===== config.mk =====
export PLATFORM = sky130hd
export DESIGN_NAME = clock_divider_bank
export DESIGN_NICKNAME = d
export VERILOG_FILES = /design/src/rtl/clock_divider_bank.sv
export SDC_FILE = /design/constraint.sdc
export NUM_CORES = 1
export LEC_CHECK = 0
export BUFFER_PORTS_ARGS = -buffer_cell sky130_fd_sc_hd__buf_2
export CAP_MARGIN = 30
export CELL_PAD_IN_SITES_DETAIL_PLACEMENT = 0
export CELL_PAD_IN_SITES_GLOBAL_PLACEMENT = 1
export CORE_ASPECT_RATIO = 1.75
export CORE_MARGIN = 8
export CORE_UTILIZATION = 45
export DETAILED_ROUTE_END_ITERATION = 8
export GPL_TIMING_DRIVEN = 0
export PLACE_DENSITY = 0.85
export RECOVER_POWER = 50
export SETUP_SLACK_MARGIN = 0.2
export SLEW_MARGIN = 20
export SYNTH_ARGS = -nofsm -noshare
export SYNTH_HDL_FRONTEND = slang
export SYNTH_SLANG_ARGS = --single-unit

===== constraint.sdc =====
create_clock -name clk -period 2.8 [get_ports clk]
set_input_delay 0.56 -clock clk [delete_from_list [all_inputs] [get_ports clk]]
set_output_delay 0.56 -clock clk [all_outputs]
set_load 0.01 [all_outputs]

===== src/rtl/clock_divider_bank.sv =====
// Bank of independent programmable clock dividers with per-channel tick strobes,
// a power-on lock delay and period-boundary (glitch-free) reconfiguration.
module clock_divider_bank #(
   parameter int NUM_CHANNEL = 3,
   parameter int DIV_WIDTH   = 8,
   parameter int LOCK_CYCLES = 16,
   parameter int DEFAULT_DIV = 2,
   parameter int DEFAULT_EN  = 1,
   localparam int CW = (NUM_CHANNEL > 1) ? $clog2(NUM_CHANNEL) : 1
) (
   input  logic                   clk,
   input  logic                   rst,
   input  logic                   cfg_valid,
   output logic                   cfg_ready,
   input  logic [CW-1:0]          cfg_channel,
   input  logic [DIV_WIDTH-1:0]   cfg_div,
   input  logic                   cfg_enable,
   output logic [NUM_CHANNEL-1:0] clk_div,
   output logic [NUM_CHANNEL-1:0] tick,
   output logic                   locked
);

   localparam int LCW = (LOCK_CYCLES > 1) ? $clog2(LOCK_CYCLES) : 1;

   logic [LCW-1:0]   lock_cnt_reg;
   logic             locked_reg;
   logic [2**CW-1:0] pending_ext;
   logic             accept;

   always_ff @(posedge clk or posedge rst) begin
      if (rst) begin
         lock_cnt_reg <= '0;
         locked_reg   <= 1'b0;
      end else if (!locked_reg) begin
         if (lock_cnt_reg == LCW'(LOCK_CYCLES - 1))
            locked_reg <= 1'b1;
         else
            lock_cnt_reg <= lock_cnt_reg + 1'b1;
      end
   end

   assign locked = locked_reg;

   // Out-of-range channel indices see a zero pending bit, so they are accepted and dropped.
   generate
      if (2**CW > NUM_CHANNEL) begin : g_pad
         assign pending_ext[2**CW-1:NUM_CHANNEL] = '0;
      end
   endgenerate

   assign cfg_ready = locked_reg & ~pending_ext[cfg_channel];
   assign accept    = cfg_valid & cfg_ready;

   genvar gi;
   generate
      for (gi = 0; gi < NUM_CHANNEL; gi++) begin : g_ch
         logic [DIV_WIDTH-1:0] cnt_reg;
         logic [DIV_WIDTH-1:0] div_reg;
         logic [DIV_WIDTH-1:0] sh_div_reg;
         logic                 en_reg;
         logic                 sh_en_reg;
         logic                 pend_reg;
         logic                 clk_reg;
         logic                 tick_reg;
         logic                 last;
         logic                 apply;
         logic                 hit;

         // N of 0 or 1 collapses to a single-state period: every cycle is a boundary.
         assign last  = (div_reg <= DIV_WIDTH'(1)) || (cnt_reg == div_reg - DIV_WIDTH'(1));
         assign apply = pend_reg & (~en_reg | last);
         assign hit   = accept && (cfg_channel == CW'(gi));

         always_ff @(posedge clk or posedge rst) begin
            if (rst) begin
               cnt_reg    <= '0;
               div_reg    <= DIV_WIDTH'(DEFAULT_DIV);
               en_reg     <= (DEFAULT_EN != 0);
               sh_div_reg <= '0;
               sh_en_reg  <= 1'b0;
               pend_reg   <= 1'b0;
               clk_reg    <= 1'b0;
               tick_reg   <= 1'b0;
            end else begin
               if (locked_reg) begin
                  if (en_reg) begin
                     clk_reg  <= (cnt_reg < (div_reg >> 1));
                     tick_reg <= (cnt_reg == '0);
                     cnt_reg  <= last ? '0 : cnt_reg + 1'b1;
                  end else begin
                     clk_reg  <= 1'b0;
                     tick_reg <= 1'b0;
                     cnt_reg  <= '0;
                  end
                  if (apply) begin
                     cnt_reg  <= '0;
                     div_reg  <= sh_div_reg;
                     en_reg   <= sh_en_reg;
                     pend_reg <= 1'b0;
                  end
               end
               if (hit) begin
                  pend_reg   <= 1'b1;
                  sh_div_reg <= cfg_div;
                  sh_en_reg  <= cfg_enable;
               end
            end
         end

         assign clk_div[gi]     = clk_reg;
         assign tick[gi]        = tick_reg;
         assign pending_ext[gi] = pend_reg;
      end
   endgenerate

endmodule

==> metrics.md, run 1 <==
| Metric | Value |
|---|---|
| Overflow after GRT | `0` |
| RSZ-0062 raised after global routing | `true` |
| Count of cell types in the netlist | `60` |
| First-pass GRT wire length | `19.5 mm` |
| Max Root-Sink Buffers | `2` |
| Min setup slack post-route | `between 0.2 and 0.3 ns` |
| Vias | `3755` |
| Post-route setup TNS | `0 ns` |
| All-Layer GR Usage | `0.157` |
| Clk_skew | `0.00959 ns` |
| Placed cells | `roughly 640` |
| Hold_buf cts | `0` |
| Max H-tree Level | `3` |
| Initial Utilization | `0.456` |
| Critical-path cell with the highest stage delay | `dfstp_2` |
| CP endpoint kind | `register` |
| Post-route ant nets | `0` |
| Reg2reg start | `g_ch[2].div_reg[1]` |
| CTS tree | `yes` |
| Max-Cap Viols | `0` |
| N_diodes | `0` |
| Mapped cell area | `5190 um2` |
| Buf+Inv Stages, Crit Path | `2` |
| DIE HEIGHT | `around 160 um` |
| Post-Syn Nets | `524` |
| Leak | `2.66 nW` |
| Reg clk slew, reported paths | `0.07 ns` |
| Routed len/inst | `17.8 um` |
| Die area | `about 15000 um2` |
| Seq/Total Area, Yosys | `0.445` |
| Type of the tightest min-delay check | `in2async` |
| IO Pins | `22` |
| Cell Chain, Critical Path | `inv_2, ha_4, nor2b_4, or3_1, a31oi_1, nor4b_4, or2_1, buf_6, nand3_4, mux2_4` |
| Top delay family on crit path | `simple AND/OR/NAND/NOR gates` |
| Final hold viol count | `0` |
| Post-layout nets | `about 570` |
| Worst slew margin | `0.161` |
| Inserted Clock Buffers | `9` |
| Slowest stage delay, CP | `~0.57 ns` |
| DR iter-0 viols | `169` |
| Syn avg cell area | `~11 um2` |
| Synth-to-layout area growth | `14.5%` |
| Worst Path Arrival | `about 2.8 ns` |
| Share of layout cells above drive strength 1 | `0.271` |
| Largest fanout on the critical path | `5` |
| Slew @ Worst Pin | `1.26 ns` |
| Maximum vdd drop | `around 0.68 mV` |
| Number of port buffers | `21` |
| Final GP Congestion | `between 0.8 and 0.9` |
| Final setup vio count | `0` |
| Final cycle utilization of the critical path | `0.907` |
| Number of flops mapped to enable cells by yosys | `0` |
| PD cells | `1040 nW/um2` |
| Crit Path Category | `reg2reg` |
| Yosys reg bits | `slightly above 90` |
| Initial antenna violation count | `0` |
| Top post-synthesis cells by area | `dfrtp_1, mux2_2, ha_1` |
| Number of clock sinks | `between 90 and 100` |
| Filler Cell Count | `975` |
| Async set or reset register ratio after synthesis | `1.00` |
| Yosys top cell area share | `0.415` |
| Placement Rows | `between 50 and 60` |
| Final wirelength | `11.8 mm` |
| DRC viols | `0` |
| Leading area contributor after synthesis | `dfrtp_1` |
| Vias per cell | `between 5 and 6` |
| Critical Path RT | `roughly 3.0 ns` |
| Fin Hold WS | `between 0.4 and 0.5 ns` |
| Highest clock rate | `roughly 400 MHz` |
| Final Max Slew Viols | `0` |
| Vias in the first global route | `about 3900` |
| Detailed Place HPWL | `a little under 9 mm` |
| R2R setup slack | `between 0.2 and 0.3 ns` |
| Die span in x | `97.2 um` |
| Fin util | `0.522` |
| Period minus WS final | `2.54 ns` |
| FF-to-FF End | `g_ch[2].div_reg[4]` |
| Prevailing post-synth register cell | `dfrtp_1` |
| DP Worst Slack | `-0.116 ns` |
| Most common cell in the synthesized netlist | `dfrtp_1` |
| Status | `finished, final reports clean` |
| Yosys warns | `0` |
| Root buf cell | `clkbuf_16` |
| Reg2reg path depth | `10` |
| Post-route insts no fill | `~660` |
| Core area | `11400 um2` |
| Critical Path Start Type | `register` |
| DR pass1 iterations | `6` |
| Cells after Synth | `between 400 and 500` |
| Synth top cells by count | `dfrtp_1, mux2_2, inv_1` |
| Clock latency on the worst-skew pair | `0.35 ns` |
| Largest net degree at the start of global routing | `36` |
==> report_power, final <==
part	internal, mW	switching (mW)
registers	1.80	0.529
clock network	0.625	0.561
logic	1.37	1.28
total	3.79	2.37
==> repair_timing <==
action	4_1_cts	5_1_grt
gates resized for setup	4	21
pin swaps	3	6
buffers inserted	4	4
setup endpoints to repair	45	48
hold endpoints to repair	0	0
gates cloned	1	1
==> layer usage <==
layer / track usage / share of wire / vias to the layer above
met5: 0 / 0 / -
met4: 0.0847 / 0.032 / 0
met3: 0.0214 / 0.017 / 20
met2: 0.306 / 0.56 / 61
met1: 0.155 / 0.39 / 1896
li1: - / - / 1778
==> area by class of cell <==
class	count	area (um2)	area share
clock buffers	9	225	0.0379
repair buffers	32	185	0.0312
inverters	39	148	0.0248
flip-flops and latches	92	2310	0.389
well taps	135	169	0.0284
multi-input cells	326	2690	0.453
clock inverters	7	70.1	0.0118
plain buffers	23	145	0.0244
==> through the flow <==
step           area [um2]  power (mW)
6_report             5940        6.16
5_1_grt              5940        6.58
4_1_cts              5860        6.01
3_5_place_dp         5510        4.73
3_3_place_gp         5470        4.60
2_1_floorplan        5190        4.09
==> worst max path at each step <==
stage | end | cells after the start | slack [ns] | start
4_1_cts | g_ch[1].div_reg[7] | 10 | 0.21 | g_ch[1].div_reg[1]
2_1_floorplan | g_ch[1].div_reg[0] | 9 | 0.21 | g_ch[1].div_reg[1]
3_5_place_dp | g_ch[1].div_reg[2] | 9 | -0.12 | g_ch[1].div_reg[1]
3_3_place_gp | g_ch[1].div_reg[0] | 9 | -0.05 | g_ch[1].div_reg[1]
6_report | g_ch[2].div_reg[4] | 10 | 0.26 | g_ch[2].div_reg[1]
5_1_grt | g_ch[2].div_reg[4] | 10 | 0.15 | g_ch[2].div_reg[1]
==> cells in the final DEF, fill, tap and decap left out, drive strengths merged, types with 10 or more instances in the layout <==
cell / count
o21ai: 22
nand2: 20
xnor2: 25
clkbuf: 24
mux2: 55
a21oi: 12
dfrtp: 86
buf: 39
nand4: 10
nor2: 25
ha: 31
nor4: 11
nand3: 18
xor2: 19
inv: 41
==> cell families after synthesis <==
family	count (synthesis)	share of synthesized area
buffers and inverters	62	0.0528
muxes	58	0.129
adders and majority gates	31	0.0747
xor gates and xnor gates	44	0.0742
AOI/OAI and AO/OA	78	0.103
DFF	92	0.445
and+or+nand+nor	114	0.121
Power figures use the tool's default switching activity.
==> run 2: changes to the inputs <==
- CORE_MARGIN: 8 -> unset
==> run 2 against run 1 <==
Core utilization rose by 1.6 points. Largest cell class unchanged. Worst setup slack got worse by 0.0053 ns. Die area down 22%. Global-route usage is 5.0 points higher. Critical path depth shrank 1. Flip-flop and latch count stayed put. Register-to-register slack about the same. Worst hold slack worse by 0.091 ns.
==> metrics.md, run 2 (synthesis gave the netlist of run 1 again) <==
| Metric | Value |
|---|---|
| Status | `finished, final reports clean` |
| Highest clock rate | `393 MHz (-0.21%)` |
| FF-to-FF End | `g_ch[1].div_reg[5]` |
| Number of port buffers | `21 (unchanged)` |
| Crit Path Category | `reg2reg` |
| Fin util | `0.538 (+0.0162)` |
| Worst Setup SP | `g_ch[1].div_reg[1]` |
| Int Pwr | `3.84 mW (+1.2%)` |
| Filler Cell Count | `921 (-5.5%)` |
| Final wirelength | `11.9 mm (+0.67%)` |
| Inserted Clock Buffers | `9 (unchanged)` |
| Sw frac | `0.383 (-0.00200)` |
| Final Max Slew Viols | `0 (unchanged)` |
| N_diodes | `0 (unchanged)` |
| PD cells | `1030 nW/um2 (-0.21%)` |
| DIE HEIGHT | `144 um (-8.9%)` |
| Number of clock sinks | `92 (unchanged)` |
| Maximum vdd drop | `0.578 mV (-15%)` |
| Synth-to-layout area growth | `15.8%` |
| Period minus WS final | `2.54 ns (+0.00527 ns)` |
| Largest fanout on the critical path | `9 (+4)` |
| Critical Path Start Type | `register` |
| Routed len/inst | `18.0 um (+0.67%)` |
| Switching power | `2.38 mW (+0.38%)` |
| Combinational cell fraction of total power | `0.434 (+0.004)` |
| Initial Utilization | `0.465 (+0.00894)` |
| DRC viols | `0 (unchanged)` |
| Largest net degree at the start of global routing | `27 (-25%)` |
| Max-Cap Viols | `0 (unchanged)` |
| CP Capture Point | `g_ch[1].div_reg[5]` |
| Worst slew margin | `0.110 (-0.0515)` |
| Final GP Congestion | `0.843 (-2.0%)` |
| Critical-path cell with the highest stage delay | `dfstp_2` |
| Cell Chain, Critical Path | `inv_2, ha_4, buf_8, or2_2, a221oi_2, a31oi_2, o31ai_4, nand3_4, mux2_4` |
| Max Root-Sink Buffers | `2 (unchanged)` |
| IO Pins | `22 (unchanged)` |
| Vias per cell | `5.72 (+1.1%)` |
| Die span in x | `83.2 um (-14%)` |
| Reg clk slew, reported paths | `0.07 ns (about the same)` |
| First-pass GRT wire length | `19.2 mm (-1.3%)` |
| Worst Path Arrival | `2.77 ns (about the same)` |
| Placement Rows | `51 (-1.9%)` |
| Commonest non-fill, non-tap cell in the layout | `dfrtp_1` |
| Slew @ Worst Pin | `1.34 ns (+0.0793 ns)` |
| DR pass1 iterations | `5 (-1)` |
| Detailed Place HPWL | `8.89 mm (+0.85%)` |
| R2R setup slack | `0.26 ns (about the same)` |
| Fin Hold WS | `0.372 ns (-0.0909 ns)` |
| DR iter-0 viols | `213 (+26%)` |
| Initial antenna violation count | `0 (unchanged)` |
| Reg2reg path depth | `9 (-1)` |
| Core area | `11200 um2 (-1.9%)` |
| Max H-tree Level | `3 (unchanged)` |
| RSZ-0062 raised after global routing | `true` |
| Final cycle utilization of the critical path | `0.908 (+0.00188)` |
| Vias | `3795 (+1.1%)` |
| Clk_skew | `0.00620 ns (-0.00339 ns)` |
| Share of layout cells above drive strength 1 | `0.279 (+0.00789)` |
| Final setup vio count | `0 (unchanged)` |
| Type of the tightest min-delay check | `in2async` |
| Most frequent cells in the layout | `dfrtp_1, mux2_2, inv_1` |
| Post-route ant nets | `0 (unchanged)` |
| Vias in the first global route | `3888 (-0.89%)` |
| Clock latency on the worst-skew pair | `0.35 ns (about the same)` |
| Clk pwr share | `0.190 (-0.002)` |
| Die area | `12000 um2 (-22%)` |
| Final hold viol count | `0 (unchanged)` |
| Overflow after GRT | `0 (unchanged)` |
| Hold_buf cts | `0 (unchanged)` |
| CTS tree | `yes` |
| Root buf cell | `clkbuf_16` |
| Slowest stage delay, CP | `0.55 ns (-0.02 ns)` |
| Final Cell Area | `6010 um2 (+1.1%)` |
| Post-place instance area | `5540 um2 (+0.57%)` |
| CP endpoint kind | `register` |
| Critical Path RT | `3.03 ns (about the same)` |
| Post-layout nets | `571 (+0.53%)` |
| All-Layer GR Usage | `0.207 (+0.0499)` |
| Sequential Power Share | `0.376 (about the same)` |
| Leak | `2.68 nW (+0.89%)` |
| Reg2reg start | `g_ch[1].div_reg[1]` |
## run 2: cell count changes in the layout (fill, tap and decap cells not counted), moves of 2 or more
cell | previous run | this run
clkinvlp_4 | 3 | 1
clkbuf_2 | 5 | 3
clkinv_4 | 0 | 2
buf_4 | 15 | 17
## run 2: repair_timing
item,in CTS,in global routing
endpoints found under the setup margin,54,63
setup buffers,5,6
gates resized for setup,8,21
gates cloned,1,0
pin swaps,3,5
endpoints found under the hold margin,0,0
## run 2: area by class of cell
type / instances / area [um2] / area share
Buffer: 23 / 149 / 0.0248
Clock buffer: 9 / 225 / 0.0375
Clock inverter: 7 / 65.1 / 0.0108
Inverter: 39 / 148 / 0.0246
Multi-Input combinational cell: 326 / 2710 / 0.450
Sequential cell: 92 / 2310 / 0.384
Tap cell: 132 / 165 / 0.0275
Timing Repair Buffer: 35 / 240 / 0.0400
## run 2: power groups by stage
stage | clock network (mW) | logic (mW) | registers (mW)
2_1_floorplan | 0 | 1.95 | 2.14
3_3_place_gp | 0 | 2.28 | 2.32
3_5_place_dp | 0 | 2.40 | 2.34
4_1_cts | 1.20 | 2.52 | 2.31
5_1_grt | 1.25 | 2.98 | 2.40
6_report | 1.18 | 2.70 | 2.34
## run 2: worst max-delay path, delay by kind of cell (launching register included)
family                   cells  cell delay (ns)
flip-flops                   1             0.55
multiplexers                 1             0.34
adder cells (fa/ha/maj)      1             0.15
buffers and inverters        2             0.19
AND/OR/NAND/NOR              2             0.48
AO/OA/AOI/OAI                3             0.73
## run 2: through the flow
| stage | setup slack, ns | cells | TNS, ns | total power [mW] |
|---|---|---|---|---|
| after global routing | 0.102 | 663 | 0 | 6.62 |
| after global placement | -0.0418 | 632 | -0.753 | 4.59 |
| after CTS | 0.209 | 657 | 0 | 6.03 |
| after floorplan | 0.214 | 479 | 0 | 4.09 |
| after detailed placement | -0.0996 | 635 | -2.09 | 4.74 |
| final | 0.256 | 663 | 0 | 6.22 |
## run 2: layer usage
metal / vias up / global-route usage / part of all wire / wire, um
met4: 0 / 0.112 / 0.028 / 337
met3: 23 / 0.0291 / 0.022 / 264
met1: 1903 / 0.219 / 0.39 / 4680
met5: - / 0 / 0 / 0
met2: 81 / 0.393 / 0.56 / 6630
li1: 1788 / - / - / -
## run 2: worst min path at each step
stage,end,slack [ns],depth (start not counted),from
global route,lock_cnt_reg[0],0.45,2,rst
detailed placement,lock_cnt_reg[3],0.47,1,lock_cnt_reg[3]
floorplan,lock_cnt_reg[3],0.45,1,lock_cnt_reg[3]
global placement,lock_cnt_reg[3],0.46,1,lock_cnt_reg[3]
CTS,lock_cnt_reg[0],0.27,2,rst
finish,lock_cnt_reg[0],0.37,2,rst
==> run 3: changes to the inputs <==
- CORE_UTILIZATION: 45 -> 54
- PLACE_DENSITY: 0.85 -> 0.95
- clock period: 2.8 -> 2.95 ns (I/O delays scaled with it)
==> run 3 against run 2 <==
Worst hold slack improved by 0.057 ns. Register-to-register slack about the same. Combinational power down 12%. First-iteration DRC count increased by 12%. Global-route usage up 4.4 points. Non-clock buffer count shrank 7. Critical endpoint is now g_ch[2].div_reg[5]. Die area shrank 16%. Via count shrank 0.21%. Highest routed layer unchanged.
==> metrics.md, run 3 (synthesis gave the netlist of run 1 again) <==
| Metric | Value |
|---|---|
| All-Layer GR Usage | `0.251 (+0.0443)` |
| Synth-to-layout area growth | `13.1%` |
| Vias | `3787 (-0.21%)` |
| Final Max Slew Viols | `0 (unchanged)` |
| Worst slew margin | `0.272 (+0.162)` |
| N_diodes | `0 (unchanged)` |
| Die span in x | `76.1 um (-8.5%)` |
| Routed len/inst | `18.2 um (+1.4%)` |
| Switching power | `2.23 mW (-6.5%)` |
| Clk pwr share | `0.214 (+0.024)` |
| Final setup vio count | `0 (unchanged)` |
| PD cells | `993 nW/um2 (-4.0%)` |
| Post-route setup TNS | `0 ns (unchanged)` |
| Power Total | `5.83 mW (-6.2%)` |
| Combinational cell fraction of total power | `0.408 (-0.026)` |
| Placement Rows | `47 (-7.8%)` |
| Die area | `10000 um2 (-16%)` |
| CTS tree | `yes` |
| Post-layout nets | `564 (-1.2%)` |
| Final wirelength | `11.8 mm (-1.2%)` |
| DR pass1 iterations | `4 (-1)` |
| Filler Cell Count | `772 (-16%)` |
| Share of layout cells above drive strength 1 | `0.250 (-0.0287)` |
| Most frequent cells in the layout | `dfrtp_1, mux2_2, inv_1` |
| Multi-input combinational cell area | `2650 um2 (-2.3%)` |
| Period minus WS final | `2.69 ns (+0.148 ns)` |
| Maximum vdd drop | `0.717 mV (+24%)` |
| Core area | `9410 um2 (-16%)` |
| Critical Path RT | `3.19 ns (+0.16 ns)` |
| DR iter-0 viols | `238 (+12%)` |
| Max H-tree Level | `3 (unchanged)` |
| Int Pwr | `3.61 mW (-6.0%)` |
| First-pass GRT wire length | `19.4 mm (+0.86%)` |
| Hold_buf cts | `0 (unchanged)` |
| Largest net degree at the start of global routing | `37 (+37%)` |
| Final GP Congestion | `0.890 (+5.5%)` |
| RSZ-0062 raised after global routing | `true` |
| Initial antenna violation count | `0 (unchanged)` |
| Post-route ant nets | `0 (unchanged)` |
| Final hold viol count | `0 (unchanged)` |
| Reg clk slew, reported paths | `0.08 ns (about the same)` |
| Clk_skew | `0.0109 ns (+0.00468 ns)` |
| Sequential Power Share | `0.379 (+0.003)` |
| Inserted Clock Buffers | `9 (unchanged)` |
| Overflow after GRT | `0 (unchanged)` |
| Max-Cap Viols | `0 (unchanged)` |
| Leak | `2.64 nW (-1.6%)` |
| Largest fanout on the critical path | `9 (unchanged)` |
| Sw frac | `0.382 (-0.00117)` |
| Min setup slack post-route | `0.258 ns (+0.00166 ns)` |
| IO Pins | `22 (unchanged)` |
| CP endpoint kind | `register` |
| Vias per cell | `5.86 (+2.4%)` |
| Clock latency on the worst-skew pair | `0.35 ns (about the same)` |
| Number of port buffers | `21 (unchanged)` |
| Type of the tightest min-delay check | `in2async` |
| DRC viols | `0 (unchanged)` |
| Max Root-Sink Buffers | `2 (unchanged)` |
| Final cycle utilization of the critical path | `0.913 (+0.00409)` |
| Initial Utilization | `0.552 (+0.0869)` |
| Number of clock sinks | `92 (unchanged)` |
| Root buf cell | `clkbuf_16` |
| Commonest non-fill, non-tap cell in the layout | `dfrtp_1` |
| Slew @ Worst Pin | `1.09 ns (-0.250 ns)` |
| Vias in the first global route | `3833 (-1.4%)` |
| Critical Path Start Type | `register` |
| DP Worst Slack | `0.000238 ns (+0.0998 ns)` |
| Worst Path Arrival | `2.93 ns (+0.16 ns)` |
| Crit Path Category | `reg2reg` |
| Status | `finished, final reports clean` |
| Detailed Place HPWL | `8.52 mm (-4.1%)` |
| DIE HEIGHT | `132 um (-8.6%)` |
| Register Area | `2310 um2 (about the same)` |
| Highest clock rate | `371 MHz (-5.5%)` |
[run 3: changes by cell type in the layout (fill, tap and decap cells not counted), moves of 2 or more]
cell / previous run / this run
ha_1: 29 / 31
buf_8: 2 / 0
ha_4: 2 / 0
inv_2: 2 / 0
buf_4: 17 / 12
clkinv_8: 0 / 2
inv_1: 36 / 38
[run 3: stage by stage]
stage               std cells  cell area, um2   util  hold slack, ns
global route              646            5870  0.624           0.518
floorplan                 479            5190      -           0.445
detailed placement        624            5490  0.584           0.477
finish                    646            5870  0.624           0.429
CTS                       643            5860  0.623           0.298
global placement          622            5450  0.580           0.461
[run 3: cell type report]
| class | instances | share of cell area |
|---|---|---|
| multi-input cells | 326 | 0.451 |
| flip-flops and latches | 92 | 0.393 |
| clock buffers | 9 | 0.0384 |
| repair buffers | 28 | 0.0260 |
| well taps | 122 | 0.0260 |
| inverters | 39 | 0.0251 |
| plain buffers | 23 | 0.0230 |
| clock inverters | 7 | 0.0175 |
[run 3: repair_timing]
action / CTS / global route
setup endpoints to repair: 27 / 21
gates cloned: 0 / 1
gates resized for setup: 2 / 6
pin swaps: 1 / 1
setup buffers: 3 / 2
[run 3: power by group through the flow]
stage / clock, mW / combinational [mW] / sequential, mW
2_1_floorplan: 0 / 1.85 / 2.04
3_3_place_gp: 0 / 2.15 / 2.19
3_5_place_dp: 0 / 2.24 / 2.22
4_1_cts: 1.27 / 2.33 / 2.20
5_1_grt: 1.32 / 2.64 / 2.26
6_report: 1.25 / 2.38 / 2.21
[run 3: final timing paths]
path	slack (ns)	start	endpoint	cells past startpoint
max in group asynchronous	0.62	rst	g_ch[1].en_reg	4
setup / recovery	0.26	g_ch[2].div_reg[1]	g_ch[2].div_reg[5]	10
hold reg to reg	0.48	lock_cnt_reg[3]	lock_cnt_reg[3]	1
hold / removal	0.43	rst	lock_cnt_reg[0]	2
min in group clk	0.48	lock_cnt_reg[3]	lock_cnt_reg[3]	1
setup reg to reg	0.26	g_ch[2].div_reg[1]	g_ch[2].div_reg[5]	10
[run 3: metal layers]
metal	vias to the layer above	GRT usage	share of wire
met2	82	0.446	0.53
li1	1765	-	-
met4	0	0.129	0.041
met3	39	0.0431	0.036
met1	1901	0.287	0.39
met5	-	0	0
[run 3: critical path: stages (launching register included)]
cell and delay [ns]:
dfstp_2 0.56, inv_1 0.06, ha_1 0.22, nor2b_1 0.17, or3_1 0.31, a31oi_1 0.21
nor4b_4 0.25, or2_1 0.18, buf_6 0.16, nand3_4 0.12, mux2_2 0.33
